File: config.mk
export PLATFORM = sky130hd
export DESIGN_NAME = viterbi_ctrl
export DESIGN_NICKNAME = d
export VERILOG_FILES = /design/src/rtl/viterbi_pkg.sv /design/src/rtl/viterbi_ctrl.sv
export SDC_FILE = /design/constraint.sdc
export NUM_CORES = 1
export LEC_CHECK = 0
export CORE_MARGIN = 2
export CORE_UTILIZATION = 30
export CTS_CLUSTER_DIAMETER = 30
export DETAILED_ROUTE_END_ITERATION = 7
export PLACE_DENSITY = 0.62
export REMOVE_ABC_BUFFERS = 1
export SLEW_MARGIN = 20
export SYNTH_ARGS = -nofsm -noshare
export SYNTH_HDL_FRONTEND = slang
export SYNTH_SLANG_ARGS = --single-unit
File: constraint.sdc
create_clock -name clk -period 2.5 [get_ports clk]
set_clock_uncertainty 0.05 [all_clocks]
set_input_delay 0.375 -clock clk [delete_from_list [all_inputs] [get_ports clk]]
set_output_delay 0.375 -clock clk [all_outputs]
set_load 0.03 [all_outputs]
File: src/rtl/viterbi_pkg.sv
// viterbi_pkg: FSM state type and frame geometry shared by the Viterbi controller, ACS, survivor-memory and traceback blocks
package viterbi_pkg;
    typedef enum logic [2:0] {IDLE, WAIT_SYM, BM, ACS, TRACE, DONE} state_t;
    localparam int FRAME_LEN_DEF = 64;
    function automatic int addr_w(input int frame_len);
        return (frame_len > 1) ? $clog2(frame_len) : 1;
    endfunction
endpackage

File: src/rtl/viterbi_ctrl.sv
// viterbi_ctrl: radix-4 Viterbi frame sequencer; clk/rst, i_start/i_abort/i_sym_valid in, o_sym_ready, en_b/en_a/en_s/en_t strobes, o_first, o_wr_addr/o_tb_addr, o_busy/o_done out
module viterbi_ctrl
    import viterbi_pkg::*;
#(
    parameter int FRAME_LEN = FRAME_LEN_DEF,
    parameter int ADDR_W = addr_w(FRAME_LEN)
) (
    input  logic              clk,
    input  logic              rst,
    input  logic              i_start,
    input  logic              i_abort,
    input  logic              i_sym_valid,
    output logic              o_sym_ready,
    output logic              en_b,
    output logic              en_a,
    output logic              o_first,
    output logic              en_s,
    output logic [ADDR_W-1:0] o_wr_addr,
    output logic              en_t,
    output logic [ADDR_W-1:0] o_tb_addr,
    output logic              o_busy,
    output logic              o_done
);
    localparam logic [ADDR_W-1:0] LAST = ADDR_W'(FRAME_LEN - 1);
    localparam logic [ADDR_W-1:0] ONE = ADDR_W'(1);
    state_t            r_state, w_state;
    logic [ADDR_W-1:0] r_addr, w_addr;
    // One counter serves both phases: it counts steps up during ACS and, since the
    // last step already equals FRAME_LEN-1, counts straight back down during traceback.
    assign o_wr_addr = r_addr;
    assign o_tb_addr = r_addr;
    always_comb begin
        w_state = r_state;
        w_addr  = r_addr;
        if (i_abort) begin
            w_state = IDLE;
            w_addr  = '0;
        end else begin
            case (r_state)
                IDLE: begin
                    w_state = i_start ? WAIT_SYM : IDLE;
                    w_addr  = '0;
                end
                WAIT_SYM: w_state = i_sym_valid ? BM : WAIT_SYM;
                BM:       w_state = ACS;
                ACS: begin
                    w_state = (r_addr == LAST) ? TRACE : WAIT_SYM;
                    w_addr  = (r_addr == LAST) ? r_addr : r_addr + ONE;
                end
                TRACE: begin
                    w_state = (r_addr == '0) ? DONE : TRACE;
                    w_addr  = (r_addr == '0) ? r_addr : r_addr - ONE;
                end
                DONE:     w_state = IDLE;
                default:  w_state = IDLE;
            endcase
        end
    end
    // Outputs are registered from the next state so they line up with r_state.
    always_ff @(posedge clk) begin
        if (rst) begin
            r_state     <= IDLE;
            r_addr      <= '0;
            o_sym_ready <= 1'b0;
            en_b        <= 1'b0;
            en_a        <= 1'b0;
            en_s        <= 1'b0;
            o_first     <= 1'b0;
            en_t        <= 1'b0;
            o_busy      <= 1'b0;
            o_done      <= 1'b0;
        end else begin
            r_state     <= w_state;
            r_addr      <= w_addr;
            o_sym_ready <= w_state == WAIT_SYM;
            en_b        <= w_state == BM;
            en_a        <= w_state == ACS;
            en_s        <= w_state == ACS;
            o_first     <= (w_state == ACS) && (w_addr == '0);
            en_t        <= w_state == TRACE;
            o_busy      <= w_state != IDLE;
            o_done      <= w_state == DONE;
        end
    end
endmodule

==> parameters.txt, run 1 <==
Parameter                              Value

Outcome
  Result of the run ... completed

Die
  Die extent in y ... around 65 um
  Starting density of the core ... 30.8%
  Die span in x ... roughly 65 um
  Overall die area ... 0.00421 mm2
  Total core area ... between 0.003 and 0.004 mm2
  Row count ... 22
  I/O pin count ... 25

Detailed routing
  Final routed wire length divided by cell count ... around 13 um
  Count of routing violations after the opening detailed-route iteration ... 38
  Number of nets with antenna violations after detailed routing ... 0
  1st-pass router iterations ... 4
  DRT Wirelength ... between 2 and 2.5 mm
  Remaining design rule violation count ... 0
  Via density per instance ... ~5
  Total via count in the routed design ... between 900 and 1000

Critical path
  Kind of start point of the critical path ... flip-flop
  Largest driver fanout on the critical path ... 9
  Type of destination of the critical path ... flip-flop
  Kind of critical path ... reg -> reg
  Signal arrival time at the worst endpoint ... ~2.3 ns
  Required @ worst endpoint ... ~2.6 ns

Pwr
  IR Drop Worst-Case VDD ... 0.241 mV
  Total power after layout ... around 0.53 mW
  Cell leakage power ... approximately 0.51 nW
  Power density of the placed cells ... between 300 and 400 mW/mm2

STA
  Measured slew at the worst slew-check pin ... about 0.51 ns
  Max-slew violation total from the final report ... 0
  Max_slew headroom ... between 60% and 70%
  Final critical delay including setup and external delays ... approximately 2.2 ns
  Setup TNS ... 0 ns
  Unrepaired setup endpoints after global routing ... false
  Final number of hold-violating endpoints ... 0
  Post-route clock period utilization ... 88.3%
  Final setup vio count ... 0
  Max Fclk ... approximately 450 MHz

Clocking
  Clock root cell ... sky130_fd_sc_hd__clkbuf_8
  Number of sinks on the clock net ... 16
  H-tree depth ... 1
  Clk buf depth ... 2
  CTS tree ... yes
  Number of hold-repair buffers added at the cts stage ... 0
  Cts bufs inserted ... 3
  Clk Latency, worst-skew pair ... approximately 0.24 ns
  PostCTS Resize Cnt ... 0
  Setup repair bufs after CTS ... 0
  Clock slew at reported path FFs ... 0.06 ns

Synth
  Cell area after synthesis ... approximately 0.0011 mm2
  Mean instance size in the synthesized netlist ... 9.42 um2
  Total number of yosys warnings ... 0
  Post-synth EDFFs ... 0
  Post-synthesis cell type count ... 55
  Proportion of netlist area held by the largest area contributor ... 28.8%
  Total of flip-flops plus latches after synthesis ... 16
  Synth area leader ... sky130_fd_sc_hd__dfxtp_1
  Register area share after synthesis ... 28.8%
  Area contributors post-synth ... sky130_fd_sc_hd__dfxtp_1, sky130_fd_sc_hd__buf_6, sky130_fd_sc_hd__buf_4, sky130_fd_sc_hd__a21oi_1, sky130_fd_sc_hd__a2111oi_4
  Most instantiated flip-flop cell in the synthesis netlist ... sky130_fd_sc_hd__dfxtp_1
  Share of synthesized registers carrying an async set or reset ... 0%
  Cells after synthesis ... about 120

GRT
  Maximum number of pins on one net before global-route repair ... 14
  Leftover overflow at the end of global routing ... 0
  Via count of the first global-routing pass ... just over 800
  Antenna violations before repair ... 0
  Global-route wire length before repair ... roughly 3.8 mm
  Total track usage ... roughly 12%

Finish
  Commonest cells after routing, fill and taps aside ... sky130_fd_sc_hd__clkdlybuf4s50_1, sky130_fd_sc_hd__dfxtp_1, sky130_fd_sc_hd__nor2_1, sky130_fd_sc_hd__a21oi_1, sky130_fd_sc_hd__nand3_1
  Diode insertion count for antenna repair ... 0
  Layout fillers ... 364
  Proportion of layout cells with a drive suffix above 1 ... ~20%
  Post-synthesis to final-layout area growth ... 22.0%
  Commonest non-fill, non-tap cell in the layout ... sky130_fd_sc_hd__clkdlybuf4s50_1
  Final nets ... 140

Placed design
  DPL Wire Length ... roughly 1.8 mm
  Count of buffers from port buffering ... 24
  Placer Congestion ... 0.915

Job
  Count of maximum capacitance violations ... 0

Worst hold path
  HP Class ... reg -> reg
[synthesized netlist by cell type (3+ instances only)]
cell	n
sky130_fd_sc_hd__a21oi_1	7
sky130_fd_sc_hd__buf_4	7
sky130_fd_sc_hd__buf_6	5
sky130_fd_sc_hd__dfxtp_1	16
sky130_fd_sc_hd__inv_1	3
sky130_fd_sc_hd__nand2b_1	4
sky130_fd_sc_hd__nand3_1	5
sky130_fd_sc_hd__nor2_1	7
sky130_fd_sc_hd__nor2b_1	3
sky130_fd_sc_hd__nor3_1	3
sky130_fd_sc_hd__o21ai_0	3
[per-stage QoR]
| stage | hold slack (ns) | setup WS (ns) | cells | cell area [um2] | utilization, % |
|---|---|---|---|---|---|
| final | 0.582 | 0.294 | 180 | 1360 | 37.6 |
| after global routing | 0.639 | 0.104 | 180 | 1360 | 37.6 |
| after CTS | 0.583 | 0.280 | 180 | 1360 | 37.6 |
| after detailed placement | 0.580 | 0.307 | 176 | 1300 | 36.1 |
| after global placement | 0.563 | 0.328 | 176 | 1300 | 36.1 |
| after floorplan | 0.397 | 0.0890 | 102 | 985 | - |
[registers in the layout, summed over array words and instances (netlist names)]
signal       count
o_busy           1
r_state          3
o_done           1
en_t             1
en_s             1
o_sym_ready      1
en_b             1
o_tb_addr        6
o_first          1
[critical path, stage by stage, from the launching register on]
cell and delay [ns]:
sky130_fd_sc_hd__dfxtp_1 0.38, sky130_fd_sc_hd__inv_1 0.14, sky130_fd_sc_hd__ha_1 0.20, sky130_fd_sc_hd__nor3b_1 0.39
sky130_fd_sc_hd__mux2_2 0.39, sky130_fd_sc_hd__a22oi_2 0.17, sky130_fd_sc_hd__nand3_1 0.13, sky130_fd_sc_hd__nor4_2 0.26
[worst paths after layout]
check,startpoint,endpoint,slack [ns],cells after the start
setup reg to reg,o_tb_addr[0],o_first,0.29,7
setup / recovery,o_tb_addr[0],o_first,0.29,7
hold reg to reg,o_tb_addr[0],o_tb_addr[0],0.58,2
hold / removal,o_tb_addr[0],o_tb_addr[0],0.58,2
[cell families after synthesis]
family                   Yosys count  synth area share [%]
multiplexers                       3                  2.93
flip-flops                        16                  28.8
buffers and inverters             19                  12.4
AO/OA/AOI/OAI                     29                  22.0
XOR/XNOR                           1                 0.788
adder cells (fa/ha/maj)            2                  2.25
AND/OR/NAND/NOR                   48                  30.9
[per-layer routing]
layer | wire [um] | up-vias | global-route usage (%)
li1 | - | 451 | -
met1 | 1030 | 415 | 16.1
met2 | 1030 | 32 | 17.5
met3 | 146 | 6 | 1.91
met4 | 57 | 0 | 8.51
met5 | 0 | - | 0
[report_power, final]
part / switching [mW] / total [mW] / internal (mW)
clock network: 0.0821 / 0.222 / 0.139
registers: 0.00378 / 0.262 / 0.258
logic: 0.0228 / 0.0430 / 0.0202
total: 0.109 / 0.527 / 0.418
[area by class of cell]
type / instances / area [um2] / area share, %
Multi-Input combinational cell: 83 / 653 / 48.2
Sequential cell: 16 / 320 / 23.6
Timing Repair Buffer: 26 / 255 / 18.8
Tap cell: 48 / 60.1 / 4.43
Clock buffer: 4 / 55.1 / 4.06
Inverter: 3 / 11.3 / 0.831
Power figures use the tool's default switching activity.
==> run 2, diff against run 1 <==
--- a/config.mk
+++ b/config.mk
@@ -5,12 +5,12 @@
 export SDC_FILE = /design/constraint.sdc
 export NUM_CORES = 1
 export LEC_CHECK = 0
-export CORE_MARGIN = 2
 export CORE_UTILIZATION = 30
 export CTS_CLUSTER_DIAMETER = 30
 export DETAILED_ROUTE_END_ITERATION = 7
 export PLACE_DENSITY = 0.62
 export REMOVE_ABC_BUFFERS = 1
+export SKIP_LAST_GASP = 1
 export SLEW_MARGIN = 20
 export SYNTH_ARGS = -nofsm -noshare
 export SYNTH_HDL_FRONTEND = slang
==> parameters.txt, run 2 (synthesis results as in run 1) <==
Parameter                              Value

STA
  Post-route clock period utilization ... ~90%
  Measured slew at the worst slew-check pin ... between 0.5 and 0.6 ns
  Final setup vio count ... 0
  Max-slew violation total from the final report ... 0
  Max Fclk ... 445 MHz
  Final critical delay including setup and external delays ... ~2.2 ns
  Final number of hold-violating endpoints ... 0
  Max_slew headroom ... around two thirds
  Setup TNS ... 0 ns
  Unrepaired setup endpoints after global routing ... false

Placed design
  Count of buffers from port buffering ... 24
  Placer Congestion ... ~0.9
  Total placed cells including tap cells ... roughly 170
  DPL Wire Length ... roughly 1.7 mm
  Instance area at placement ... between 0.001 and 0.0015 mm2

Pwr
  Internal power ... approximately 0.42 mW
  Part of the total power dissipated in sequential elements ... around half
  NetSw ... between 0.1 and 0.15 mW
  Power density of the placed cells ... between 300 and 400 mW/mm2
  IR Drop Worst-Case VDD ... approximately 0.21 mV
  Combinational Power Share ... slightly above 8%
  Part of the total power dissipated in the clock network ... 42.2%
  Switching part of the total ... roughly a fifth
  Cell leakage power ... about 0.51 nW

Detailed routing
  Via density per instance ... 5.13
  Remaining design rule violation count ... 0
  DRT Wirelength ... about 2.3 mm
  Final routed wire length divided by cell count ... 13.1 um
  Number of nets with antenna violations after detailed routing ... 0
  Total via count in the routed design ... between 900 and 1000
  Count of routing violations after the opening detailed-route iteration ... 32
  1st-pass router iterations ... 4

Clocking
  Clk buf depth ... 2
  Number of sinks on the clock net ... 16
  PostCTS Resize Cnt ... 0
  CTS tree ... yes
  Clock slew at reported path FFs ... 0.06 ns
  H-tree depth ... 1
  Setup repair bufs after CTS ... 0
  Cts bufs inserted ... 3
  Number of hold-repair buffers added at the cts stage ... 0
  Clk Latency, worst-skew pair ... 0.25 ns
  Clock root cell ... sky130_fd_sc_hd__clkbuf_8

Finish
  Commonest cells after routing, fill and taps aside ... sky130_fd_sc_hd__clkdlybuf4s50_1, sky130_fd_sc_hd__dfxtp_1, sky130_fd_sc_hd__nor2_1, sky130_fd_sc_hd__a21oi_1, sky130_fd_sc_hd__nand3_1
  Final nets ... between 100 and 150
  Final std cells w/o fill ... between 150 and 200
  Number of flip-flops under the largest register name ... 6
  Final Cell Area ... 0.00135 mm2
  Final cell utilization of the core ... approximately 39%
  Proportion of layout cells with a drive suffix above 1 ... 19.7%
  Post-synthesis to final-layout area growth ... 21.7%
  Commonest non-fill, non-tap cell in the layout ... sky130_fd_sc_hd__clkdlybuf4s50_1
  Diode insertion count for antenna repair ... 0

GRT
  Via count of the first global-routing pass ... 861
  Total track usage ... 12.8%
  GR met2 Demand/Resource ... a little under a fifth
  Highest-utilization routing layer at the global route stage ... met1
  Global-route wire length before repair ... 4.06 mm
  Leftover overflow at the end of global routing ... 0
  Met1 usage ... 18.6%
  GR Layer Usage met3 ... 1.09%
  Antenna violations before repair ... 0
  Maximum number of pins on one net before global-route repair ... 14

Die
  Starting density of the core ... 32.3%
  I/O pin count ... 25
  Row count ... 21
  Die span in x ... 62.9 um
  Total core area ... 0.00344 mm2
  Die extent in y ... about 63 um
  Overall die area ... between 0.003 and 0.004 mm2

Outcome
  Result of the run ... completed

Critical path
  Required @ worst endpoint ... ~2.6 ns
  Kind of start point of the critical path ... flip-flop
  Largest driver fanout on the critical path ... 9
  Type of destination of the critical path ... flip-flop
  Signal arrival time at the worst endpoint ... 2.35 ns
  Kind of critical path ... reg -> reg

Job
  Count of maximum capacitance violations ... 0

Worst hold path
  HP Class ... reg -> reg
run 2: cell counts in the layout (fill, tap and decap cells not counted):
Identical to the previous run, type by type.
run 2: power by group through the flow:
stage / sequential [mW] / clock, mW / combinational (mW)
after global routing: 0.263 / 0.247 / 0.0471
after global placement: 0.268 / 0 / 0.0439
after floorplan: 0.272 / 0 / 0.0155
final: 0.262 / 0.223 / 0.0436
after detailed placement: 0.268 / 0 / 0.0434
after CTS: 0.262 / 0.230 / 0.0436
run 2: final timing paths:
check | endpoint | cells past startpoint | slack (ns) | startpoint
setup / recovery | o_first | 7 | 0.25 | o_tb_addr[0]
hold / removal | o_tb_addr[0] | 2 | 0.58 | o_tb_addr[0]
setup reg to reg | o_first | 7 | 0.25 | o_tb_addr[0]
hold reg to reg | o_tb_addr[0] | 2 | 0.58 | o_tb_addr[0]
run 2: worst max-delay path, stage by stage, from the launching register on:
cell                      delay (ns)
sky130_fd_sc_hd__dfxtp_1        0.38
sky130_fd_sc_hd__inv_1          0.13
sky130_fd_sc_hd__ha_1           0.22
sky130_fd_sc_hd__nor3b_1        0.40
sky130_fd_sc_hd__mux2_2         0.39
sky130_fd_sc_hd__a22oi_2        0.18
sky130_fd_sc_hd__nand3_1        0.13
sky130_fd_sc_hd__nor4_2         0.26
run 2: layer usage:
| metal | share of wire, % | vias up |
|---|---|---|
| li1 | - | 453 |
| met5 | 0 | - |
| met4 | 0.90 | 0 |
| met3 | 3.9 | 2 |
| met2 | 45 | 34 |
| met1 | 50 | 425 |
run 2: area by class of cell:
| class | instances | area, um2 |
|---|---|---|
| Fill cell | 342 | 2090 |
| Multi-Input combinational cell | 83 | 653 |
| Sequential cell | 16 | 320 |
| Timing Repair Buffer | 26 | 255 |
| Tap cell | 46 | 57.6 |
| Clock buffer | 4 | 55.1 |
| Inverter | 3 | 11.3 |
run 2: through the flow:
| stage | hold slack (ns) | total power [mW] | setup slack, ns |
|---|---|---|---|
| 2_1_floorplan | 0.397 | 0.288 | 0.0890 |
| 6_report | 0.585 | 0.529 | 0.253 |
| 4_1_cts | 0.585 | 0.535 | 0.255 |
| 3_3_place_gp | 0.563 | 0.312 | 0.338 |
| 5_1_grt | 0.648 | 0.557 | 0.0902 |
| 3_5_place_dp | 0.574 | 0.311 | 0.304 |
==> run 3, diff against run 2 <==
--- a/config.mk
+++ b/config.mk
@@ -5,6 +5,7 @@
 export SDC_FILE = /design/constraint.sdc
 export NUM_CORES = 1
 export LEC_CHECK = 0
+export ABC_AREA = 1
 export CORE_UTILIZATION = 30
 export CTS_CLUSTER_DIAMETER = 30
 export DETAILED_ROUTE_END_ITERATION = 7
==> parameters.txt, run 3 <==
Parameter                              Value

Pwr
  NetSw ... roughly 0.13 mW
  Combinational Power Share ... approximately 15%
  Internal power ... approximately 0.38 mW
  Part of the total power dissipated in sequential elements ... between 50 and 60%
  Cell leakage power ... ~0.61 nW
  Part of the total power dissipated in the clock network ... 32.9%
  Switching part of the total ... between 20% and 30%
  Power density of the placed cells ... ~370 mW/mm2
  IR Drop Worst-Case VDD ... about 0.22 mV

Synth
  Total number of yosys warnings ... 0
  Total of flip-flops plus latches after synthesis ... 16
  Area contributors post-synth ... sky130_fd_sc_hd__dfxtp_1, sky130_fd_sc_hd__nand2_1, sky130_fd_sc_hd__nand3_1, sky130_fd_sc_hd__inv_1, sky130_fd_sc_hd__nor2_1
  Compound-Gate Fraction of Synth Area ... under 10%
  Mux contribution to synthesized area ... 0%
  Adder-cell share of the synthesized area ... under 10%
  Most frequent cells after synthesis ... sky130_fd_sc_hd__nand2_1, sky130_fd_sc_hd__inv_1, sky130_fd_sc_hd__nor2_1
  Synth area leader ... sky130_fd_sc_hd__dfxtp_1
  Share of synthesized registers carrying an async set or reset ... 0%
  Post-synthesis cell type count ... 26
  Post-synth EDFFs ... 0
  Largest family of logic cells by synthesized area ... simple AND/OR/NAND/NOR gates
  Cell area after synthesis ... approximately 0.0011 mm2
  Most frequent cell after synthesis ... sky130_fd_sc_hd__nand2_1
  Most instantiated flip-flop cell in the synthesis netlist ... sky130_fd_sc_hd__dfxtp_1
  Synth Area in Simple Gates ... 43.7%
  Fraction of synthesized cell area in xor and xnor cells ... around 1.6%
  Proportion of netlist area held by the largest area contributor ... 29.2%
  Cells after synthesis ... roughly 160
  Register area share after synthesis ... just under 30%
  Mean instance size in the synthesized netlist ... about 6.7 um2

Die
  Die span in x ... 62.5 um
  I/O pin count ... 25
  Die extent in y ... roughly 62 um
  Starting density of the core ... 32.1%
  Row count ... 21
  Overall die area ... 0.00390 mm2
  Total core area ... between 0.003 and 0.004 mm2

Critical path
  Start of the worst register-to-register path ... o_tb_addr[0]
  Number of logic stages on the critical path including buffering ... 1
  Capture point of the worst path ... o_wr_addr[3]
  Largest driver fanout on the critical path ... 10
  Kind of start point of the critical path ... flip-flop
  Slowest CP cell ... sky130_fd_sc_hd__clkdlybuf4s50_1
  Destination of the worst register-to-register timing path ... o_first
  Count of cells along the worst register-to-register path ... 12
  Total buffers and inverters traversed by the critical path ... 1
  CP startpoint ... o_tb_addr[3]
  Required @ worst endpoint ... between 2 and 2.5 ns
  Series of cell instances along the critical path ... clkdlybuf4s50_1
  Peak per-stage delay on the critical path ... about 0.76 ns
  Kind of critical path ... reg -> out
  Type of destination of the critical path ... primary output
  Signal arrival time at the worst endpoint ... roughly 1.6 ns
  Worst path top cell family by delay ... buffers and inverters
  Register-to-Register Setup Slack ... 0.76 ns

STA
  Worst-case hold slack ... between 0.6 and 0.7 ns
  Final setup vio count ... 0
  Final critical delay including setup and external delays ... about 2 ns
  Max_slew headroom ... 68.4%
  Setup TNS ... 0 ns
  Max-slew violation total from the final report ... 0
  Unrepaired setup endpoints after global routing ... false
  Worst setup slack after layout ... 0.440 ns
  Measured slew at the worst slew-check pin ... around 0.47 ns
  Max Fclk ... 485 MHz
  Post-route clock period utilization ... slightly above 80%
  Final number of hold-violating endpoints ... 0

Finish
  Commonest non-fill, non-tap cell in the layout ... sky130_fd_sc_hd__nand2_1
  Commonest cells after routing, fill and taps aside ... sky130_fd_sc_hd__nand2_1, sky130_fd_sc_hd__clkdlybuf4s50_1, sky130_fd_sc_hd__inv_1, sky130_fd_sc_hd__nor2_1
  Final nets ... 189
  Post-synthesis to final-layout area growth ... 23.5%
  Proportion of layout cells with a drive suffix above 1 ... 18.8%
  Diode insertion count for antenna repair ... 0
  Number of flip-flops under the largest register name ... 6

Detailed routing
  Via density per instance ... 4.42
  Number of nets with antenna violations after detailed routing ... 0
  Remaining design rule violation count ... 0
  Final routed wire length divided by cell count ... just over 10 um
  Total via count in the routed design ... 1003
  1st-pass router iterations ... 4
  DRT Wirelength ... around 2.3 mm
  Count of routing violations after the opening detailed-route iteration ... around 50

Worst hold path
  HP Class ... reg -> reg
  Hold-critical path depth ... 4

Clocking
  CTS tree ... yes
  Number of sinks on the clock net ... 16
  Cts bufs inserted ... 3
  Setup repair bufs after CTS ... 0
  H-tree depth ... 1
  Clock root cell ... sky130_fd_sc_hd__clkbuf_4
  Clk Latency, worst-skew pair ... ~0.28 ns
  Number of hold-repair buffers added at the cts stage ... 0
  Clock slew at reported path FFs ... approximately 0.090 ns
  PostCTS Resize Cnt ... 0
  Clk buf depth ... 2

GRT
  Antenna violations before repair ... 0
  Via count of the first global-routing pass ... ~860
  Leftover overflow at the end of global routing ... 0
  Maximum number of pins on one net before global-route repair ... 13
  Global-route wire length before repair ... 4.04 mm
  Total track usage ... around an eighth

Placed design
  Placer Congestion ... roughly 0.78
  Placement Setup Slack ... 0.651 ns
  Count of buffers from port buffering ... 24
  DPL Wire Length ... ~1.8 mm

Job
  Count of maximum capacitance violations ... 0

Outcome
  Result of the run ... completed
[run 3: stage by stage]
| step | instances | total power, mW | area, um2 | util (%) |
|---|---|---|---|---|
| after floorplan | 152 | 0.318 | 1010 | - |
| after CTS | 227 | 0.513 | 1360 | 39.7 |
| after global routing | 227 | 0.535 | 1360 | 39.7 |
| final | 227 | 0.507 | 1360 | 39.7 |
| after detailed placement | 223 | 0.346 | 1320 | 38.6 |
| after global placement | 223 | 0.347 | 1320 | 38.6 |
[run 3: cell type report]
cell class | count | area [um2]
Multi-Input combinational cell | 111 | 599
Timing Repair Buffer | 25 | 248
Inverter | 25 | 93.8
Clock buffer | 4 | 36.3
Sequential cell | 16 | 320
Tap cell | 46 | 57.6
Fill cell | 364 | 2060
[run 3: per-layer routing]
metal / routed length (um) / track usage (%) / part of all wire [%]
met5: 0 / 0 / 0
met4: 12 / 3.49 / 0.52
met3: 83 / 1.09 / 3.6
met2: 1020 / 20.1 / 44
met1: 1210 / 18.3 / 52
[run 3: power groups by stage]
stage               Clock, mW  Combinational, mW  Sequential [mW]
floorplan                   0             0.0372            0.281
global placement            0             0.0751            0.271
detailed placement          0             0.0748            0.271
CTS                     0.172             0.0752            0.265
global route            0.186             0.0833            0.267
finish                  0.167             0.0748            0.265
[run 3: worst min path at each step]
stage                  from            to  slack (ns)
6_report       o_tb_addr[1]  o_tb_addr[1]        0.65
5_1_grt        o_tb_addr[1]  o_tb_addr[1]        0.69
4_1_cts        o_tb_addr[1]  o_tb_addr[1]        0.65
3_5_place_dp   o_tb_addr[1]  o_tb_addr[1]        0.64
3_3_place_gp   o_tb_addr[1]  o_tb_addr[1]        0.63
2_1_floorplan           rst        o_busy        0.39
[run 3: logic make-up (layout without fill, tap and decap cells)]
family,Yosys count,count (layout)
buffers and inverters,36,54
flip-flops,16,16
XOR/XNOR,2,2
AO/OA/AOI/OAI,14,14
AND/OR/NAND/NOR,93,93
adder cells (fa/ha/maj),2,2
